[src/rtl/demux_pkg.sv]
// Shared select codes and beat type for the 3-way result mux/demux pair.
package demux_pkg;

    localparam int NUM_OUT = 3;

    localparam logic [2:0] SEL_OUT0 = 3'b000;
    localparam logic [2:0] SEL_OUT1 = 3'b001;
    localparam logic [2:0] SEL_OUT2 = 3'b010;

    typedef logic [127:0] data128_t;

endpackage

[src/rtl/demux_out_slot.sv]
// One-entry valid/ready register slot; a load in the same cycle as a drain
// replaces the beat without a bubble.
module demux_out_slot #(
    parameter int DATA_WIDTH = 128
) (
    input  logic                  clk,
    input  logic                  rst_n,
    input  logic                  load,
    input  logic [DATA_WIDTH-1:0] load_data,
    input  logic                  ready,
    output logic                  valid,
    output logic [DATA_WIDTH-1:0] data
);

    always_ff @(posedge clk or negedge rst_n) begin
        if (!rst_n) begin
            valid <= 1'b0;
            data  <= '0;
        end else if (load) begin
            valid <= 1'b1;
            data  <= load_data;
        end else if (valid && ready) begin
            // Drain keeps the stale data; only valid drops.
            valid <= 1'b0;
        end
    end

endmodule

[src/rtl/demux_3outputs_128bits_stream.sv]
// Routes one 128-bit stream to three registered valid/ready outputs.
// Optional performance counters are enabled with `define DEMUX_PERF_CNT_EN.
module demux_3outputs_128bits_stream
    import demux_pkg::*;
#(
    parameter int DATA_WIDTH = 128,
    parameter int SEL_WIDTH  = 3
`ifdef DEMUX_PERF_CNT_EN
    ,
    parameter int CNT_WIDTH  = 16
`endif
) (
    input  logic                  clk,
    input  logic                  rst_n,
    input  logic                  in_valid,
    output logic                  in_ready,
    input  logic [DATA_WIDTH-1:0] in_data,
    input  logic [SEL_WIDTH-1:0]  in_select,
    output logic [NUM_OUT-1:0]    out_valid,
    input  logic [NUM_OUT-1:0]    out_ready,
    output logic [DATA_WIDTH-1:0] out_data0,
    output logic [DATA_WIDTH-1:0] out_data1,
    output logic [DATA_WIDTH-1:0] out_data2,
    input  logic                  err_clr,
    output logic                  drop_err
`ifdef DEMUX_PERF_CNT_EN
    ,
    output logic [CNT_WIDTH-1:0]  cnt_out0,
    output logic [CNT_WIDTH-1:0]  cnt_out1,
    output logic [CNT_WIDTH-1:0]  cnt_out2,
    output logic [CNT_WIDTH-1:0]  cnt_drop
`endif
);

    logic [NUM_OUT-1:0] sel_onehot;
    logic               sel_legal;
    logic               in_fire;
    logic               drop_fire;
    logic [NUM_OUT-1:0] load;

    always_comb begin
        sel_onehot = '0;
        case (in_select)
            SEL_WIDTH'(SEL_OUT0): sel_onehot = 3'b001;
            SEL_WIDTH'(SEL_OUT1): sel_onehot = 3'b010;
            SEL_WIDTH'(SEL_OUT2): sel_onehot = 3'b100;
            default:              sel_onehot = '0;
        endcase
    end

    assign sel_legal = |sel_onehot;
    // Illegal codes are always accepted so they can be dropped without stalling.
    assign in_ready  = sel_legal ? |(sel_onehot & (~out_valid | out_ready)) : 1'b1;
    assign in_fire   = in_valid & in_ready;
    assign drop_fire = in_fire & ~sel_legal;
    assign load      = {NUM_OUT{in_fire}} & sel_onehot;

    demux_out_slot #(.DATA_WIDTH(DATA_WIDTH)) u_slot0 (
        .clk       (clk),
        .rst_n     (rst_n),
        .load      (load[0]),
        .load_data (in_data),
        .ready     (out_ready[0]),
        .valid     (out_valid[0]),
        .data      (out_data0)
    );

    demux_out_slot #(.DATA_WIDTH(DATA_WIDTH)) u_slot1 (
        .clk       (clk),
        .rst_n     (rst_n),
        .load      (load[1]),
        .load_data (in_data),
        .ready     (out_ready[1]),
        .valid     (out_valid[1]),
        .data      (out_data1)
    );

    demux_out_slot #(.DATA_WIDTH(DATA_WIDTH)) u_slot2 (
        .clk       (clk),
        .rst_n     (rst_n),
        .load      (load[2]),
        .load_data (in_data),
        .ready     (out_ready[2]),
        .valid     (out_valid[2]),
        .data      (out_data2)
    );

    // Set has priority over clear so a drop in the clearing cycle is not lost.
    always_ff @(posedge clk or negedge rst_n) begin
        if (!rst_n) begin
            drop_err <= 1'b0;
        end else if (drop_fire) begin
            drop_err <= 1'b1;
        end else if (err_clr) begin
            drop_err <= 1'b0;
        end
    end

`ifdef DEMUX_PERF_CNT_EN
    logic [NUM_OUT-1:0] out_fire;
    assign out_fire = out_valid & out_ready;

    always_ff @(posedge clk or negedge rst_n) begin
        if (!rst_n) begin
            cnt_out0 <= '0;
            cnt_out1 <= '0;
            cnt_out2 <= '0;
            cnt_drop <= '0;
        end else begin
            if (out_fire[0]) cnt_out0 <= cnt_out0 + CNT_WIDTH'(1);
            if (out_fire[1]) cnt_out1 <= cnt_out1 + CNT_WIDTH'(1);
            if (out_fire[2]) cnt_out2 <= cnt_out2 + CNT_WIDTH'(1);
            if (drop_fire)   cnt_drop <= cnt_drop + CNT_WIDTH'(1);
        end
    end
`endif

endmodule

[config.mk]
export PLATFORM = sky130hd
export DESIGN_NAME = demux_3outputs_128bits_stream
export DESIGN_NICKNAME = d
export VERILOG_FILES = /design/src/rtl/demux_pkg.sv /design/src/rtl/demux_out_slot.sv /design/src/rtl/demux_3outputs_128bits_stream.sv
export SDC_FILE = /design/constraint.sdc
export NUM_CORES = 1
export LEC_CHECK = 0
export ABC_AREA = 0
export BUFFER_PORTS_ARGS = -buffer_cell sky130_fd_sc_hd__buf_2
export CORE_AREA = 2 2 203 205
export CTS_BUF_LIST = sky130_fd_sc_hd__clkbuf_4 sky130_fd_sc_hd__clkbuf_8
export DETAILED_ROUTE_END_ITERATION = 6
export DIE_AREA = 0 0 205 207
export GPL_TIMING_DRIVEN = 0
export PLACE_DENSITY = 0.58
export SYNTH_ARGS = -nofsm -noshare
export SYNTH_HDL_FRONTEND = slang
export SYNTH_SLANG_ARGS = --single-unit
[constraint.sdc]
create_clock -name clk -period 1.84 [get_ports clk]
set_input_delay 0 -clock clk [delete_from_list [all_inputs] [get_ports clk]]
set_output_delay 0 -clock clk [all_outputs]
set_load 0.02 [all_outputs]
==> out/qor.csv, run 1 <==
metric,value,unit
grt_use_met2,33.87,%
drive_gt1_share,61.64,%
first_pass_iters,4,
slew_viol_final,0,
violations,hold timing,
setup_viol,0,
antenna_found_initial,0,
totalWireLength,42290,um
power.density,1285,nW/um2
min_path_type,in -> async,
yosys.area.top_type,dfrtp_1,
cts_setup_buffers,0,
area_growth,41.70,%
synth_nets,978,
cts_hold_buf,139,
n_fill_cell,3544,
core,40370,um2
numCtsBuffers,70,
fin_skew,25.86,ps
end_kind,register,
netlist-cell-type-count,19,
synth_area,14860,um2
n_antenna_cell,0,
yosysMostFrequentCell,dfrtp_1,
fin_crit,1747,ps
wl_per_cell,19.62,um
drv_cap,0,
fp.dieW,205,um
power.total,27050,uW
synthArstFlopShare,100.0,%
synth_edf_count,0,
seq_area_frac_synth,65.36,%
gp_congestion,0.8040,
relSlewSlack,58.98,%
dr_total_vias,9935,
r2r-end,u_slot2.data[62],
syn_area_per_cell,17.69,um2
io_pins,527,
grt_pass1_vias,11004,
multi_input_area,4823,um2
worstMarginPinSlew,615.3,ps
htreeDepth,3,
syn_inst,840,
die_h,207,um
grt_pass1_wl,65410,um
power.leakage,0.01067,uW
cp-start-kind,register,
die_area,42440,um2
clk_pin_slew,60,ps
floorplan.initialDensity,36.80,%
synth_top_area_share,65.36,%
fmax,572.4,MHz
cts_max_path_buffers,3,
ant_nets,0,
ys_seq_elements,388,
grt_setup_unrepaired,true,
rows,74,
synth_flop_cell,dfrtp_1,
fin_util,52.14,%
irDropWorstVdd,0.7399,mV
startpoint,u_slot2.valid,
period_share,94.94,%
r2r_start,u_slot2.valid,
top_usage_layer,met2,
portBuffers,526,
overflow,0,
cts_num_sinks,388,
status,finished with violations,
via_per_inst,4.608,
cts_tree,yes,
cts-root-buf,clkbuf_8,
hold_viol,52,
use_met3,6.482,%
route.detailed.drc,0,
worstSkewPairLatency,610,ps
final-seq-area,9709,um2
worst_r2r_path_depth,5,
track_usage,19.95,%
ys_top_cells_by_count,"dfrtp_1 (388), mux2_2 (209), mux2_4 (100)",
regToRegSetupSlack,90,ps
crit_type,reg -> reg,
synth_warnings,0,
setup_tns,0,ps
crit_arrival,2220,ps
hpwl,29900,um
timing.hold.ws,-78.98,ps
path_max_fanout,10,
fin_nets,1718,
grt_use_met1,23.01,%
grt_max_degree,120,
drtIter0Drc,252,
required,2310,ps
synthTopCellsByArea,"dfrtp_1 (65%), mux2_2 (16%), mux2_4 (10%), mux2_1 (5.7%), buf_2 (0.91%)",
==> cell usage in the layout (no fill, tap or decap), drive strengths merged <==
cell         netlist  layout
o21bai             1       1
nand2b             5       5
dlygate4sd3        0     139
nor3               1       1
buf               45     567
nand4b             1       1
clkinv             0      10
a21oi              1       1
nor2               1       1
nand3              2       2
nor3b              1       1
mux2             384     384
nor2b              1       1
o22ai              2       2
clkbuf             0     113
dfrtp            388     388
nand2              5       5
inv                2       2
==> how the worst max path moves through the flow <==
stage	end	slack, ps
after detailed placement	u_slot2.data[36]	-140
after floorplan	u_slot1.data[100]	470
after global placement	u_slot1.data[74]	-7060
after global routing	u_slot2.data[65]	-20
final	u_slot2.data[62]	90
after CTS	u_slot2.data[22]	20
==> repair_timing <==
item / in CTS / in global routing
endpoints found under the setup margin: 100 / 65
pin swaps: 0 / 0
gates cloned: 0 / 0
hold endpoints to repair: 664 / 52
gates resized for setup: 2 / 7
==> flip-flops by register name, summed over array words and instances (netlist names) <==
name	cells
drop_err	1
u_slot0.data	128
u_slot0.valid	1
u_slot1.data	128
u_slot1.valid	1
u_slot2.data	128
u_slot2.valid	1
==> cell families (layout without fill, tap and decap cells) <==
group	count (synthesis)	in the layout	synth area share, %
compound gates	4	4	0.1684
buf+inv	47	831	2.173
flops	388	388	65.36
mux	384	384	31.63
simple gates	17	17	0.6653
==> report_power, final <==
part	total, uW	leakage [uW]	internal, uW	switching, uW
Combinational	7590	0.00525	3190	4400
Clock	8110	0.000752	4610	3510
Sequential	11300	0.00466	10400	932
Total	27000	0.0107	18200	8840
==> worst max-delay path, cell delays in order, from the launching register on <==
cell and delay (ps):
dfrtp_1 340, nand2b_1 100, nand4b_1 200, buf_4 280, buf_2 330, mux2_2 370
==> layer usage <==
layer  vias to the layer above  routed length, um
met2                       358              20980
met4                         0               1460
met1                      5037              16630
met5                         -                  0
li1                       4459                  -
met3                        81               3225
==> metrics by stage <==
stage | instances | worst slack (ps) | instance area (um2)
after CTS | 2156 | 22.70 | 21030
final | 2156 | 93.09 | 21050
after global placement | 1898 | -7061 | 18150
after floorplan | 840 | 472.3 | 14860
after global routing | 2156 | -16.60 | 21050
after detailed placement | 1901 | -138.6 | 18250
==> cell type report <==
class,instances,area share (%)
flip-flops and latches,388,46.12
multi-input cells,405,22.91
repair buffers,668,19.56
clock buffers,106,6.366
well taps,532,3.162
plain buffers,45,1.605
clock inverters,10,0.2378
inverters,2,0.03566
Note: power is estimated with default switching activity, not from simulation.
==> inputs of run 2 (changes only) <==
- CORE_AREA: 2 2 203 205 -> 2 2 208 210
- DIE_AREA: 0 0 205 207 -> 0 0 210 212
- PLACE_DENSITY: 0.58 -> 0.55
- SYNTH_HIERARCHICAL: unset -> 1
==> run 2 against run 1 <==
Compared with the run above: the run still ends with hold timing left; synthesized cell count is 0.48% lower; routed wire length is 5.1% higher; cell count is 0.88% higher; synthesized area is 1.4% lower; combinational power is 4.2% higher; critical path type unchanged.
==> out/qor.csv, run 2 <==
metric,value,unit,change
net-switching-power,9058,uW,was 8841 uW
drive_gt1_share,67.03,%,was 61.64%
status,finished with violations,,unchanged
fin_skew,15.27,ps,was 25.86 ps
cts_num_sinks,388,,unchanged
yosysMostFrequentCell,dfrtp_1,,unchanged
rows,76,,was 74
synthTopCellsByArea,"dfrtp_1 (66%), mux2_2 (30%), buf_6 (3.0%), inv_1 (0.18%), nor4b_1 (0.18%)",,"was dfrtp_1 (65%), mux2_2 (16%), mux2_4 (10%), mux2_1 (5.7%), buf_2 (0.91%)"
sw_frac_of_total,32.80,%,was 32.68%
intPower,18560,uW,was 18210 uW
clock_power_share,30.0,%,about the same
path_max_fanout,10,,unchanged
clk_pin_slew,60,ps,about the same
dr_total_vias,9947,,was 9935
hold_viol,56,,was 52
crit_arrival,2290,ps,was 2220 ps
yosys.area.top_type,dfrtp_1,,unchanged
htreeDepth,3,,unchanged
grt_setup_unrepaired,true,,unchanged
fmax,552.5,MHz,was 572.4 MHz
first_pass_iters,4,,unchanged
synth_top_area_share,66.31,%,was 65.36%
min_path_type,in -> async,,unchanged
end_kind,register,,unchanged
route.detailed.drc,0,,unchanged
cp-start-kind,register,,unchanged
most-common-layout-cells,"buf_2 (527), dfrtp_1 (387), mux2_2 (364)",,"was buf_2 (543), dfrtp_1 (388), mux2_2 (209)"
power.density,1286,nW/um2,was 1285 nW/um2
netlist-cell-type-count,14,,was 19
gp_congestion,0.7832,,was 0.8040
irDropWorstVdd,0.7406,mV,was 0.7399 mV
fp.dieW,210,um,was 205 um
synth_warnings,6,,was 0
synth_nets,974,,was 978
cts_tree,yes,,unchanged
area_growth,46.61,%,was 41.70%
io_pins,527,,unchanged
via_per_inst,4.573,,was 4.608
track_usage,19.38,%,was 19.95%
portBuffers,526,,unchanged
synth_area,14640,um2,was 14860 um2
antenna_found_initial,0,,unchanged
crit_type,reg -> reg,,unchanged
synthArstFlopShare,100.0,%,unchanged
fin_crit,1810,ps,was 1747 ps
pwr-share-comb,28.7,%,was 28.1%
wl_per_cell,20.43,um,was 19.62 um
seq_power_share,41.3,%,was 41.9%
slew_viol_final,0,,unchanged
syn_area_per_cell,17.52,um2,was 17.69 um2
drtIter0Drc,425,,was 252
worstMarginPinSlew,614.2,ps,was 615.3 ps
power.leakage,0.01026,uW,was 0.01067 uW
overflow,0,,unchanged
dp_slack,-176.8,ps,was -138.6 ps
ys_top_cells_by_count,"dfrtp_1 (388), mux2_2 (384), buf_6 (39)",,"was dfrtp_1 (388), mux2_2 (209), mux2_4 (100)"
timing.hold.ws,-49.35,ps,was -78.98 ps
totalWireLength,44440,um,was 42290 um
grt_pass1_vias,10931,,was 11004
numCtsBuffers,68,,was 70
floorplan.initialDensity,34.45,%,was 36.80%
required,2320,ps,was 2310 ps
ant_nets,0,,unchanged
final_common_cell,buf_2,,unchanged
fin_nets,1723,,was 1718
synth_edf_count,0,,unchanged
ys_seq_elements,388,,unchanged
layout_setup_ws,30.18,ps,was 93.09 ps
grt_max_degree,113,,was 120
fin_cells,2175,,was 2156
seq_area_frac_synth,66.31,%,was 65.36%
n_antenna_cell,0,,unchanged
drv_cap,0,,unchanged
grt_pass1_wl,65390,um,was 65410 um
setup_viol,0,,unchanged
cts_max_path_buffers,3,,unchanged
reg_top3,"u_slot0/data (128), u_slot1/data (128), u_slot2/data (128)",,"was u_slot0.data (128), u_slot1.data (128), u_slot2.data (128)"
period_share,98.36,%,was 94.94%
core,42510,um2,was 40370 um2
dp_cells,1911,,was 1901
relSlewSlack,59.06,%,was 58.98%
cts-root-buf,clkbuf_8,,unchanged
synth_flop_cell,dfrtp_1,,unchanged
cts_hold_buf,134,,was 139
hpwl,30450,um,was 29900 um
violations,hold timing,,unchanged
die_area,44520,um2,was 42440 um2
worstSkewPairLatency,600,ps,was 610 ps
syn_inst,836,,was 840
die_h,212,um,was 207 um
## run 2: cell count changes in the layout (fill, tap and decap cells not counted), moves of 6 or more
cell / previous run / this run
buf_2: 543 / 527
clkbuf_16: 0 / 8
buf_8: 1 / 8
clkbuf_4: 26 / 15
clkinv_2: 10 / 4
mux2_1: 75 / 0
mux2_2: 209 / 364
mux2_4: 100 / 20
buf_12: 0 / 23
## run 2: critical path: stages (launching register included)
cell and delay (ps):
dfrtp_1 390, nor2b_4 140, nor4b_4 210, buf_6 160, buf_6 130, buf_12 150
buf_12 150, mux2_2 340
## run 2: area by class of cell
cell class                 count  area [um2]
inverter                       7       26.28
tap                          546       683.2
sequential                   388        9711
clock buffer                 105        1358
timing repair buffer         682        4389
buffer                        39       633.1
fill                        3768       21040
clock inverter                 9       82.58
multi-input combinational    399        4586
## run 2: cells by family (layout without fill, tap and decap cells)
family,after synthesis,count (layout),share of synthesized area [%]
muxes,384,384,29.53
AOI/OAI and AO/OA,7,7,0.3845
and+or+nand+nor,8,8,0.4956
buffers and inverters,49,842,3.281
DFF,388,388,66.31
## run 2: layer usage
metal	track usage, %	share of wire [%]	routed length (um)
met5	0	0	0
met4	8.560	3.2	1438
met3	7.326	8.5	3781
met2	32.04	48	21460
met1	22.54	40	17750
## run 2: final timing paths
path	start	end	slack [ps]	depth (start not counted)
max in group asynchronous	rst_n	u_slot0/data[88]	380	4
min in group clk	in_select[1]	u_slot0/valid	180	5
hold reg to reg	u_slot2/data[54]	u_slot2/data[54]	500	1
setup / recovery	u_slot1/valid	u_slot1/data[91]	30	7
hold / removal	rst_n	u_slot1/data[111]	-50	2
setup reg to reg	u_slot1/valid	u_slot1/data[91]	30	7
## run 2: per-stage QoR
stage | instance area [um2] | total power, uW | utilization, % | TNS [ps] | hold slack, ps
CTS | 21040 | 27940 | 49.49 | -77.28 | -94.95
detailed placement | 18060 | 19160 | 42.50 | -39390 | -16.50
floorplan | 14660 | 15870 | - | 0 | -295.6
global placement | 17970 | 19030 | 42.28 | -2751540 | 214.2
global route | 21470 | 29070 | 50.51 | -108.1 | -40.43
finish | 21470 | 27610 | 50.51 | 0 | -49.35
## run 2: power groups by stage
stage                     logic [uW]  clock network [uW]  registers, uW
after CTS                       7890                8630          11400
after floorplan                 1850                   0          14000
final                           7910                8290          11400
after global placement          7540                   0          11500
after global routing            8370                9000          11700
after detailed placement        7610                   0          11500
## run 2: repair_timing
action / CTS / global route
pin swaps: 3 / 2
setup buffers: 7 / 1
cloned: 3 / 8
gates resized for setup: 31 / 60
hold endpoints to repair: 563 / 65
endpoints found under the setup margin: 334 / 308
